$ cat src/rtl/ram1p1rwbe_arbctl.sv
// Two-requester arbitrating controller for a single-port byte-write-enabled SRAM.
// Optionally zero-fills the RAM after reset, then grants one access per cycle
// round-robin between requesters A and B and returns read data one cycle later.
//
// Handshake: a request transfers on a rising edge where xReqValid && xReqReady.
// The requester holds Valid and every request field stable until it sees Ready;
// Ready is combinational from both Valid inputs and the last-grant pointer.
// Responses are single-cycle pulses and cannot be backpressured.
module ram1p1rwbe_arbctl #(
    parameter int DEPTH      = 64,
    parameter int WIDTH      = 64,
    parameter int INIT_CLEAR = 1,
    localparam int AW        = $clog2(DEPTH),
    localparam int BW        = (WIDTH - 1) / 8 + 1
) (
    input  logic             clk,
    input  logic             resetn,
    input  logic             AReqValid,
    output logic             AReqReady,
    input  logic             AReqWrite,
    input  logic [AW-1:0]    AReqAddr,
    input  logic [WIDTH-1:0] AReqData,
    input  logic [BW-1:0]    AReqBwe,
    output logic             ARspValid,
    output logic [WIDTH-1:0] ARspData,
    input  logic             BReqValid,
    output logic             BReqReady,
    input  logic             BReqWrite,
    input  logic [AW-1:0]    BReqAddr,
    input  logic [WIDTH-1:0] BReqData,
    input  logic [BW-1:0]    BReqBwe,
    output logic             BRspValid,
    output logic [WIDTH-1:0] BRspData,
    output logic             InitDone,
    output logic             dbg_state,
    output logic             ram_ce,
    output logic             ram_we,
    output logic [AW-1:0]    ram_addr,
    output logic [WIDTH-1:0] ram_din,
    output logic [BW-1:0]    ram_bwe,
    input  logic [WIDTH-1:0] ram_dout
);

    typedef enum logic {
        ST_INIT = 1'b0,
        ST_RUN  = 1'b1
    } state_t;

    state_t          state;
    state_t          state_nxt;
    logic [AW-1:0]   clr_cnt;
    logic            clr_last;
    logic            last_gnt_b;   // 1 = B was granted most recently
    logic            gnt_a;
    logic            gnt_b;
    logic            rsp_pend_a;
    logic            rsp_pend_b;
    logic            init_done_q;

    assign clr_last  = (clr_cnt == AW'(DEPTH - 1));
    assign dbg_state = (state == ST_RUN);
    assign InitDone  = init_done_q;
    assign AReqReady = gnt_a;
    assign BReqReady = gnt_b;

    // Read data is only forwarded to the requester whose read was accepted last cycle.
    assign ARspValid = rsp_pend_a;
    assign BRspValid = rsp_pend_b;
    assign ARspData  = rsp_pend_a ? ram_dout : '0;
    assign BRspData  = rsp_pend_b ? ram_dout : '0;

    // State register; reset restarts the clear sweep (or goes straight to RUN).
    always_ff @(posedge clk or negedge resetn) begin
        if (!resetn) begin
            state <= (INIT_CLEAR != 0) ? ST_INIT : ST_RUN;
        end else begin
            state <= state_nxt;
        end
    end

    // Next state, round-robin grant and SRAM pin mux; everything is forced idle while in reset.
    always_comb begin
        state_nxt = state;
        gnt_a     = 1'b0;
        gnt_b     = 1'b0;
        ram_ce    = 1'b0;
        ram_we    = 1'b0;
        ram_addr  = '0;
        ram_din   = '0;
        ram_bwe   = '0;
        case (state)
            ST_INIT: begin
                ram_ce   = 1'b1;
                ram_we   = 1'b1;
                ram_addr = clr_cnt;
                ram_din  = '0;
                ram_bwe  = '1;
                if (clr_last) begin
                    state_nxt = ST_RUN;
                end
            end
            ST_RUN: begin
                gnt_a = AReqValid && (!BReqValid || last_gnt_b);
                gnt_b = BReqValid && (!AReqValid || !last_gnt_b);
                if (gnt_a) begin
                    ram_ce   = 1'b1;
                    ram_we   = AReqWrite;
                    ram_addr = AReqAddr;
                    ram_din  = AReqData;
                    ram_bwe  = AReqBwe;
                end else if (gnt_b) begin
                    ram_ce   = 1'b1;
                    ram_we   = BReqWrite;
                    ram_addr = BReqAddr;
                    ram_din  = BReqData;
                    ram_bwe  = BReqBwe;
                end
            end
            default: state_nxt = ST_INIT;
        endcase
        if (!resetn) begin
            gnt_a   = 1'b0;
            gnt_b   = 1'b0;
            ram_ce  = 1'b0;
            ram_we  = 1'b0;
            ram_bwe = '0;
        end
    end

    // Clear counter, last-grant pointer, pending-response flags and InitDone.
    always_ff @(posedge clk or negedge resetn) begin
        if (!resetn) begin
            clr_cnt     <= '0;
            last_gnt_b  <= 1'b1;
            rsp_pend_a  <= 1'b0;
            rsp_pend_b  <= 1'b0;
            init_done_q <= (INIT_CLEAR == 0);
        end else begin
            if (state == ST_INIT && !clr_last) begin
                clr_cnt <= clr_cnt + AW'(1);
            end
            if (gnt_a) begin
                last_gnt_b <= 1'b0;
            end else if (gnt_b) begin
                last_gnt_b <= 1'b1;
            end
            rsp_pend_a  <= gnt_a && !AReqWrite;
            rsp_pend_b  <= gnt_b && !BReqWrite;
            init_done_q <= (state_nxt == ST_RUN);
        end
    end

endmodule

$ cat config.mk
export PLATFORM = sky130hd
export DESIGN_NAME = ram1p1rwbe_arbctl
export DESIGN_NICKNAME = d
export VERILOG_FILES = /design/src/rtl/ram1p1rwbe_arbctl.sv
export SDC_FILE = /design/constraint.sdc
export NUM_CORES = 1
export LEC_CHECK = 0
export BUFFER_PORTS_ARGS = -buffer_cell sky130_fd_sc_hd__buf_2
export CELL_PAD_IN_SITES_DETAIL_PLACEMENT = 1
export CELL_PAD_IN_SITES_GLOBAL_PLACEMENT = 1
export CORE_AREA = 2 2 169 171
export DETAILED_ROUTE_END_ITERATION = 16
export DIE_AREA = 0 0 171 173
export GPL_TIMING_DRIVEN = 0
export PLACE_DENSITY = 0.61
export SLEW_MARGIN = 20
export SYNTH_ARGS = -nofsm -noshare
export SYNTH_HDL_FRONTEND = slang
export SYNTH_SLANG_ARGS = --single-unit
$ cat constraint.sdc
create_clock -name clk -period 3.45 [get_ports clk]
set_input_delay 0 -clock clk [delete_from_list [all_inputs] [get_ports clk]]
set_output_delay 0 -clock clk [all_outputs]
set_load 0.005 [all_outputs]
### Word level (Yosys, flattened, before mapping)

Cells that the tools add are included.

| word-level totals | value |
|---|---|
| register bits | 10 |
| output and inout bits | 214 |
| word-level logic and storage cells | 50 |

| operators by class | value |
|---|---|
| add/sub/neg operators | 1 |
| eq/ne operators | 1 |
| multiplexer cells | 28 |
| bitwise operators | 1 |
| reductions and logical operators | 14 |

Operators by type and width:

| kind | count |
|---|---|
| $mux 64 | 4 |
| $pmux 64 s2 | 1 |
| $mux 8 | 3 |
| $pmux 8 s2 | 1 |
| $mux 1 | 14 |
| $mux 6 | 2 |
| $pmux 6 s2 | 1 |
| $add 6x1->6 const B | 1 |
| $eq 6x6->1 const B | 1 |
| $logic_not 1->1 | 6 |
| $logic_and 1x1->1 | 5 |
| $pmux 1 s2 | 2 |
| $logic_or 1x1->1 | 2 |
| $reduce_bool 2->1 | 1 |
| $not 1->1 | 1 |

### Longest topological paths before layout

Gate-level depths: netlist of run 1.

| depth | value |
|---|---|
| word-level depth | 7 |
| gate-level depth with buffers | 5 |

### Worst setup path before layout of run 1

Ideal clock, no wire load.

| path | value |
|---|---|
| path kind | register -> register |
| start | register clr_cnt[0] |
| end | register clr_cnt[1] |
| library setup time | 0.125 ns |
| arrival time | 1.196 ns |
| data required time | 3.325 ns |
| slack | 2.129 ns |
| cell stages (with the launch flop) | 5 |
| buffers on the path | 0 |
| period minus slack after synthesis | 1.321 ns |
| cell sequence | dfrtp_1 ha_1 nand2_1 o21ai_2 mux2_2 |

| on the way | value |
|---|---|
| word-level cells in the longest chain between the ends | 3 |
| elaborated cells on any way between the ends | 4 |

Ends and longest elaborated chain:

| element | RTL line | RTL |
|---|---|---|
| start: declaration | 51 | `logic [AW-1:0] clr_cnt;` |
| start signal: assignment | 140 | `clr_cnt <= clr_cnt + AW'(1);` |
| parallel branches: the longest is 3 deep, another holds $add 6x1->6 | - |  |

Several ways; the timed one is not identified.
A chain may end at the register's enable or synchronous reset.

==> results of run 1 <==
area by class of cell:
type	count	area [um2]
fill	3569	22200
timing repair buffer	442	2230
multi-input combinational	322	2070
tap	378	473
buffer	52	260
sequential	10	251
clock buffer	4	88.8
antenna	5	12.5
inverter	1	3.75
cell families (layout without fill, tap and decap cells):
logic type      count (synthesis)  after routing  share of synthesized area (%)
simple gates                  215            215                           44.7
buf+inv                        53            499                           10.2
other cells                     0              5                              0
compound gates                102            102                           33.3
xor+xnor                        1              1                          0.339
flops                          10             10                           9.74
mux                             3              3                           1.26
fa+ha+maj                       1              1                          0.485
per-layer routing:
layer,GRT usage (%),vias to the layer above,routed length [um]
met1,16.1,2221,8860
met3,2.82,38,1800
met5,0,-,10
li1,-,2289,-
met2,29.4,302,12500
met4,4.70,2,614
power groups by stage:
stage	clock network (uW)	registers (uW)	logic, uW
after global routing	247	118	323
after detailed placement	0	119	293
after floorplan	0	119	96.6
after global placement	0	119	288
after CTS	239	118	297
final	238	118	294
final timing paths:
path | start | end | slack [ps] | cells past startpoint
max | InitDone | ram_din[39] | 1440 | 6
min | BReqValid | last_gnt_b | 140 | 3
max reg2reg | InitDone | last_gnt_b | 1940 | 3
min reg2reg | clr_cnt[0] | clr_cnt[0] | 530 | 1
max in group asynchronous | resetn | last_gnt_b | 2960 | 2
min in group asynchronous | resetn | InitDone | 200 | 2
repair_timing:
item / in CTS / in global routing
hold buffers: 3 / 0
resized for setup: 0 / 0
hold endpoints to repair: 12 / 0
stage by stage:
step	hold WS, ps	setup WS, ps
2_1_floorplan	-296	2130
3_3_place_gp	-87.8	1640
3_5_place_dp	-81.9	1680
4_1_cts	139	1410
5_1_grt	166	1260
6_report	138	1440
registers in the layout, summed over array words and instances (netlist names):
register and count:
ARspValid 1, BRspValid 1, InitDone 1, clr_cnt 6, last_gnt_b 1
worst max-delay path, delay by kind of cell, from the launching register on:
family / cells / cell delay, ps
buffers and inverters: 5 / 1250
DFF: 1 / 400
and+or+nand+nor: 1 / 130
cells in the final DEF (no fill, tap or decap), types with 2 or more instances in the layout:
cell,n
diode_2,5
buf_4,6
a32oi_1,79
clkbuf_1,22
and2_1,128
dfrtp_1,9
a21boi_0,6
nand2_1,4
nor2_1,73
buf_2,461
nand3_1,3
buf_6,2
dlygate4sd3_1,3
mux2_2,2
clkbuf_16,3
a21boi_1,3
a21oi_1,8
==> results.json, run 1 <==
{
  "dp_hpwl_um": 21200,
  "ys_warn_count": 0,
  "cts_tree": "built",
  "synth_flop_cell": "dfrtp_1",
  "cts_made_buffers": 3,
  "grt_pass1_wl_um": 33300,
  "crit_type": "flip-flop to primary output",
  "cts_buffer_depth": 2,
  "grtUsageTotal_pct": 15.1,
  "synthTopCellsByCount": "128 x and2_1, 79 x a32oi_1, 73 x nor2_1",
  "critPathLaunchType": "flip-flop",
  "p_per_area_nw_per_um2": 121,
  "fp.dieW_um": 171,
  "avgSynthCellArea_um2": 6.70,
  "hp-class": "input pin to flip-flop",
  "drt_wl_total_um": 23800,
  "area_delta_synth_final_pct": 109,
  "synthMostInstantiatedCell": "and2_1",
  "power_leakage_uw": 0.00307,
  "power_frac_clock_pct": 36.7,
  "netlist_area_um2": 2580,
  "synth_nets": 612,
  "cap_violations": 0,
  "portBuffers": 439,
  "p_switching_uw": 212,
  "pwr-share-seq_pct": 18.1,
  "drc_errors": 0,
  "worst_slew_pin_slew_ps": 723,
  "slew_headroom_pct": 51.8,
  "htreeDepth": 1,
  "slew_viol_final": 0,
  "grt_pass1_vias": 5058,
  "timing.final.crit_period_ps": 2010,
  "p_int_uw": 438,
  "wire_per_inst_um": 19.6,
  "core_um2": 27600,
  "synth_top_area_share_pct": 31.0,
  "place_congestion": 0.843,
  "power_uw": 650,
  "max_clock_freq_mhz": 496,
  "synth-edff-count": 0,
  "place_area_um2": 5250,
  "nets": 1059,
  "ys_async_sr_fraction_pct": 100,
  "overflow": 0,
  "clk_latency_ps": 240,
  "post-route-util_pct": 19.5,
  "synth-seq-cells": 10,
  "status": "finished clean",
  "drt_iter0_drc": 141,
  "grt_max_degree": 16,
  "cp_cell_sequence": "buf_2 -> inv_1 -> buf_4 -> clkbuf_1 -> nor2_1 -> buf_2",
  "rsz0062_at_grt": "no",
  "die_h_um": 173,
  "p_comb_share_pct": 45.2,
  "cp_max_fo": 10,
  "crit_slowest_cell": "dfrtp_1",
  "dieArea_um2": 29600,
  "seq_area_frac_synth_pct": 9.74,
  "fin_setup_tns_ps": 0,
  "synth_area_leader_cell": "and2_1",
  "vias": 4852,
  "root_buffer": "clkbuf_16",
  "dp.cells": 1202,
  "min_period_over_period_pct": 58.4,
  "synth_area_leaders": "and2_1 31%, a32oi_1 27%, nor2_1 11%, dfrtp_1 8.7%, buf_2 4.3%",
  "final_hold_viol_count": 0,
  "netlist-cell-type-count": 32,
  "start_util_pct": 9.34,
  "antenna_found_initial": 17,
  "critPathArrivalTime_ps": 2010,
  "drive_above_1_share_pct": 57.5,
  "cts.sinks": 10,
  "syn_inst": 385,
  "boundaryPins": 440,
  "final_cells": 1214,
  "max_stage_delay_ps": 400,
  "required_ps": 3450,
  "finalInstanceArea_um2": 5380,
  "num_rows": 61,
  "vdd_ir_drop_max_mv": 0.154,
  "vias_per_cell": 4.00,
  "swShare_pct": 32.7,
  "clkTransAtPathRegs_ps": 50,
  "cts_setup_buffers": 0,
  "finalClockSkew_ps": 3.04,
  "finalSetupViolCount": 0,
  "drt_first_pass_iters": 4,
  "endpoint_kind": "primary output",
  "crit_top_cell": "buf_2",
  "final_antenna_net_count": 0
}
Note: power is estimated with default switching activity, not from simulation.
==> inputs of run 2 (changes only) <==
--- a/config.mk
+++ b/config.mk
@@ -8,11 +8,11 @@
 export BUFFER_PORTS_ARGS = -buffer_cell sky130_fd_sc_hd__buf_2
 export CELL_PAD_IN_SITES_DETAIL_PLACEMENT = 1
 export CELL_PAD_IN_SITES_GLOBAL_PLACEMENT = 1
-export CORE_AREA = 2 2 169 171
+export CORE_AREA = 2 2 170 172
 export DETAILED_ROUTE_END_ITERATION = 16
-export DIE_AREA = 0 0 171 173
+export DIE_AREA = 0 0 172 174
 export GPL_TIMING_DRIVEN = 0
-export PLACE_DENSITY = 0.61
+export PLACE_DENSITY = 0.62
 export SLEW_MARGIN = 20
 export SYNTH_ARGS = -nofsm -noshare
 export SYNTH_HDL_FRONTEND = slang
==> constraint.sdc (replaced) <==
create_clock -name clk -period 1.77 [get_ports clk]
set_input_delay 0 -clock clk [delete_from_list [all_inputs] [get_ports clk]]
set_output_delay 0 -clock clk [all_outputs]
set_load 0.005 [all_outputs]
==> run 2 against run 1 <==
Via count is 0.80% higher. Sequential power is 95% higher. First-iteration DRC count is 21% higher. Non-clock buffer count is 2 higher. Routed wire length is 0.86% higher. Critical endpoint is now ram_din[8]. Largest cell class unchanged.
==> results.json, run 2 (synthesis results as in run 1) <==
{
  "slew_viol_final": 0,
  "grtUsageTotal_pct": 15.1,
  "crit_slowest_cell": "dfstp_2",
  "final_cells": 1219,
  "r2r_slack_ps": 330,
  "grtUsageMet2_pct": 30.9,
  "place_area_um2": 5260,
  "dp.cells": 1208,
  "power_leakage_uw": 0.00314,
  "critPathArrivalTime_ps": 1710,
  "vdd_ir_drop_max_mv": 0.291,
  "cp_max_fo": 10,
  "grtUsageMet3_pct": 2.39,
  "p_comb_share_pct": 47.0,
  "max_stage_delay_ps": 580,
  "final_hold_viol_count": 0,
  "cts_made_buffers": 3,
  "htreeDepth": 1,
  "portBuffers": 439,
  "pwr-share-seq_pct": 18.0,
  "grt_pass1_vias": 5054,
  "final_antenna_net_count": 0,
  "finalSetupViolCount": 0,
  "drt_wl_total_um": 24000,
  "cts.sinks": 10,
  "power_uw": 1280,
  "die_h_um": 174,
  "finalClockSkew_ps": 0.999,
  "area_delta_synth_final_pct": 113,
  "fin_setup_tns_ps": 0,
  "vias_per_cell": 4.01,
  "clk_latency_ps": 240,
  "start_util_pct": 9.14,
  "drc_errors": 0,
  "grt_pass1_wl_um": 33100,
  "num_rows": 62,
  "drt_iter0_drc": 171,
  "cp_cell_sequence": "nand2b_4 -> buf_12 -> buf_6 -> a32oi_1 -> nor2_1 -> buf_2",
  "dieArea_um2": 29900,
  "slew_headroom_pct": 59.0,
  "crit_family": "flip-flops",
  "dp_hpwl_um": 21200,
  "largest_reg_flops": 6,
  "drive_above_1_share_pct": 58.8,
  "power_frac_clock_pct": 35.0,
  "mostFrequentLayoutCell": "buf_2",
  "root_buffer": "clkbuf_16",
  "p_per_area_nw_per_um2": 232,
  "vias": 4891,
  "hp-class": "input pin to flip-flop",
  "required_ps": 1770,
  "clkTransAtPathRegs_ps": 40,
  "timing.final.crit_period_ps": 1710,
  "overflow": 0,
  "grt_max_degree": 12,
  "boundaryPins": 440,
  "drt_first_pass_iters": 4,
  "swShare_pct": 31.5,
  "worst_slew_pin_slew_ps": 615,
  "place_congestion": 0.794,
  "status": "finished clean",
  "nets": 1061,
  "critPathBufInv": 3,
  "crit_type": "flip-flop to primary output",
  "grt.busiest_layer": "met2",
  "antenna_found_initial": 20,
  "min_period_over_period_pct": 96.4,
  "cap_violations": 0,
  "wire_per_inst_um": 19.7,
  "core_um2": 28200,
  "max_clock_freq_mhz": 586,
  "cts_buffer_depth": 2,
  "p_switching_uw": 402,
  "finalInstanceArea_um2": 5510,
  "cts_tree": "built",
  "p_int_uw": 873,
  "use_met1_pct": 16.3,
  "fp.dieW_um": 172,
  "endpoint_kind": "primary output",
  "critPathLaunchType": "flip-flop",
  "regMostFlops": "clr_cnt",
  "final_cell_mix": "454 x buf_2, 128 x and2_1, 79 x a32oi_1"
}
run 2: changes by cell type in the layout (fill, tap and decap cells not counted), moves of 3 or more:
cell,before,now
a21boi_0,6,0
a21boi_1,3,9
buf_12,0,4
buf_2,461,454
buf_4,6,9
buf_6,2,6
clkbuf_1,22,14
clkbuf_2,0,5
diode_2,5,2
run 2: final timing paths:
path                               to        from  depth (start not counted)
max in group asynchronous  last_gnt_b      resetn                          2
hold / removal             last_gnt_b      resetn                          2
setup / recovery           ram_din[8]  last_gnt_b                          6
hold reg to reg            clr_cnt[0]  clr_cnt[0]                          1
min in group asynchronous    InitDone      resetn                          2
setup reg to reg           clr_cnt[1]    InitDone                          5
run 2: power by group through the flow:
stage	Combinational [uW]	Sequential, uW	Clock [uW]
global placement	556	233	0
finish	599	230	447
CTS	581	230	450
floorplan	188	233	0
global route	656	229	470
detailed placement	566	233	0
run 2: final cells by class:
type / instances / area, um2
Timing Repair Buffer: 446 / 2270
Multi-Input combinational cell: 322 / 2070
Antenna cell: 2 / 5.00
Clock buffer: 4 / 88.8
Fill cell: 3669 / 22700
Sequential cell: 10 / 251
Buffer: 50 / 333
Inverter: 1 / 7.51
Tap cell: 384 / 480
run 2: per-stage QoR:
| step | hold slack (ps) | worst slack [ps] | utilization, % |
|---|---|---|---|
| CTS | 59.7 | 4.01 | 19.2 |
| finish | 59.8 | 64.3 | 19.5 |
| detailed placement | -95.8 | -50.6 | 18.6 |
| global route | 63.1 | -2.87 | 19.5 |
| global placement | -90.5 | -30.4 | 18.6 |
| floorplan | -296 | 449 | - |
run 2: what timing repair did:
item,in CTS,in global routing
endpoints found under the setup margin,70,73
endpoints found under the hold margin,12,0
gates resized for setup,16,24
gates cloned,0,0
hold buffers,3,0
buffers inserted,0,4
pin swaps,0,8
run 2: per-layer routing:
layer | part of all wire [%] | vias to the layer above | routed length, um
li1 | - | 2290 | -
met1 | 38 | 2256 | 9010
met2 | 53 | 301 | 12800
met3 | 7.8 | 40 | 1860
met4 | 1.4 | 4 | 333
met5 | 0.11 | - | 27
run 2: worst reg2reg max path, delay by kind of cell, from the launching register on:
family	cells	cell delay, ps
AOI/OAI and AO/OA	1	80
buffers and inverters	3	490
DFF	1	410
muxes	1	350
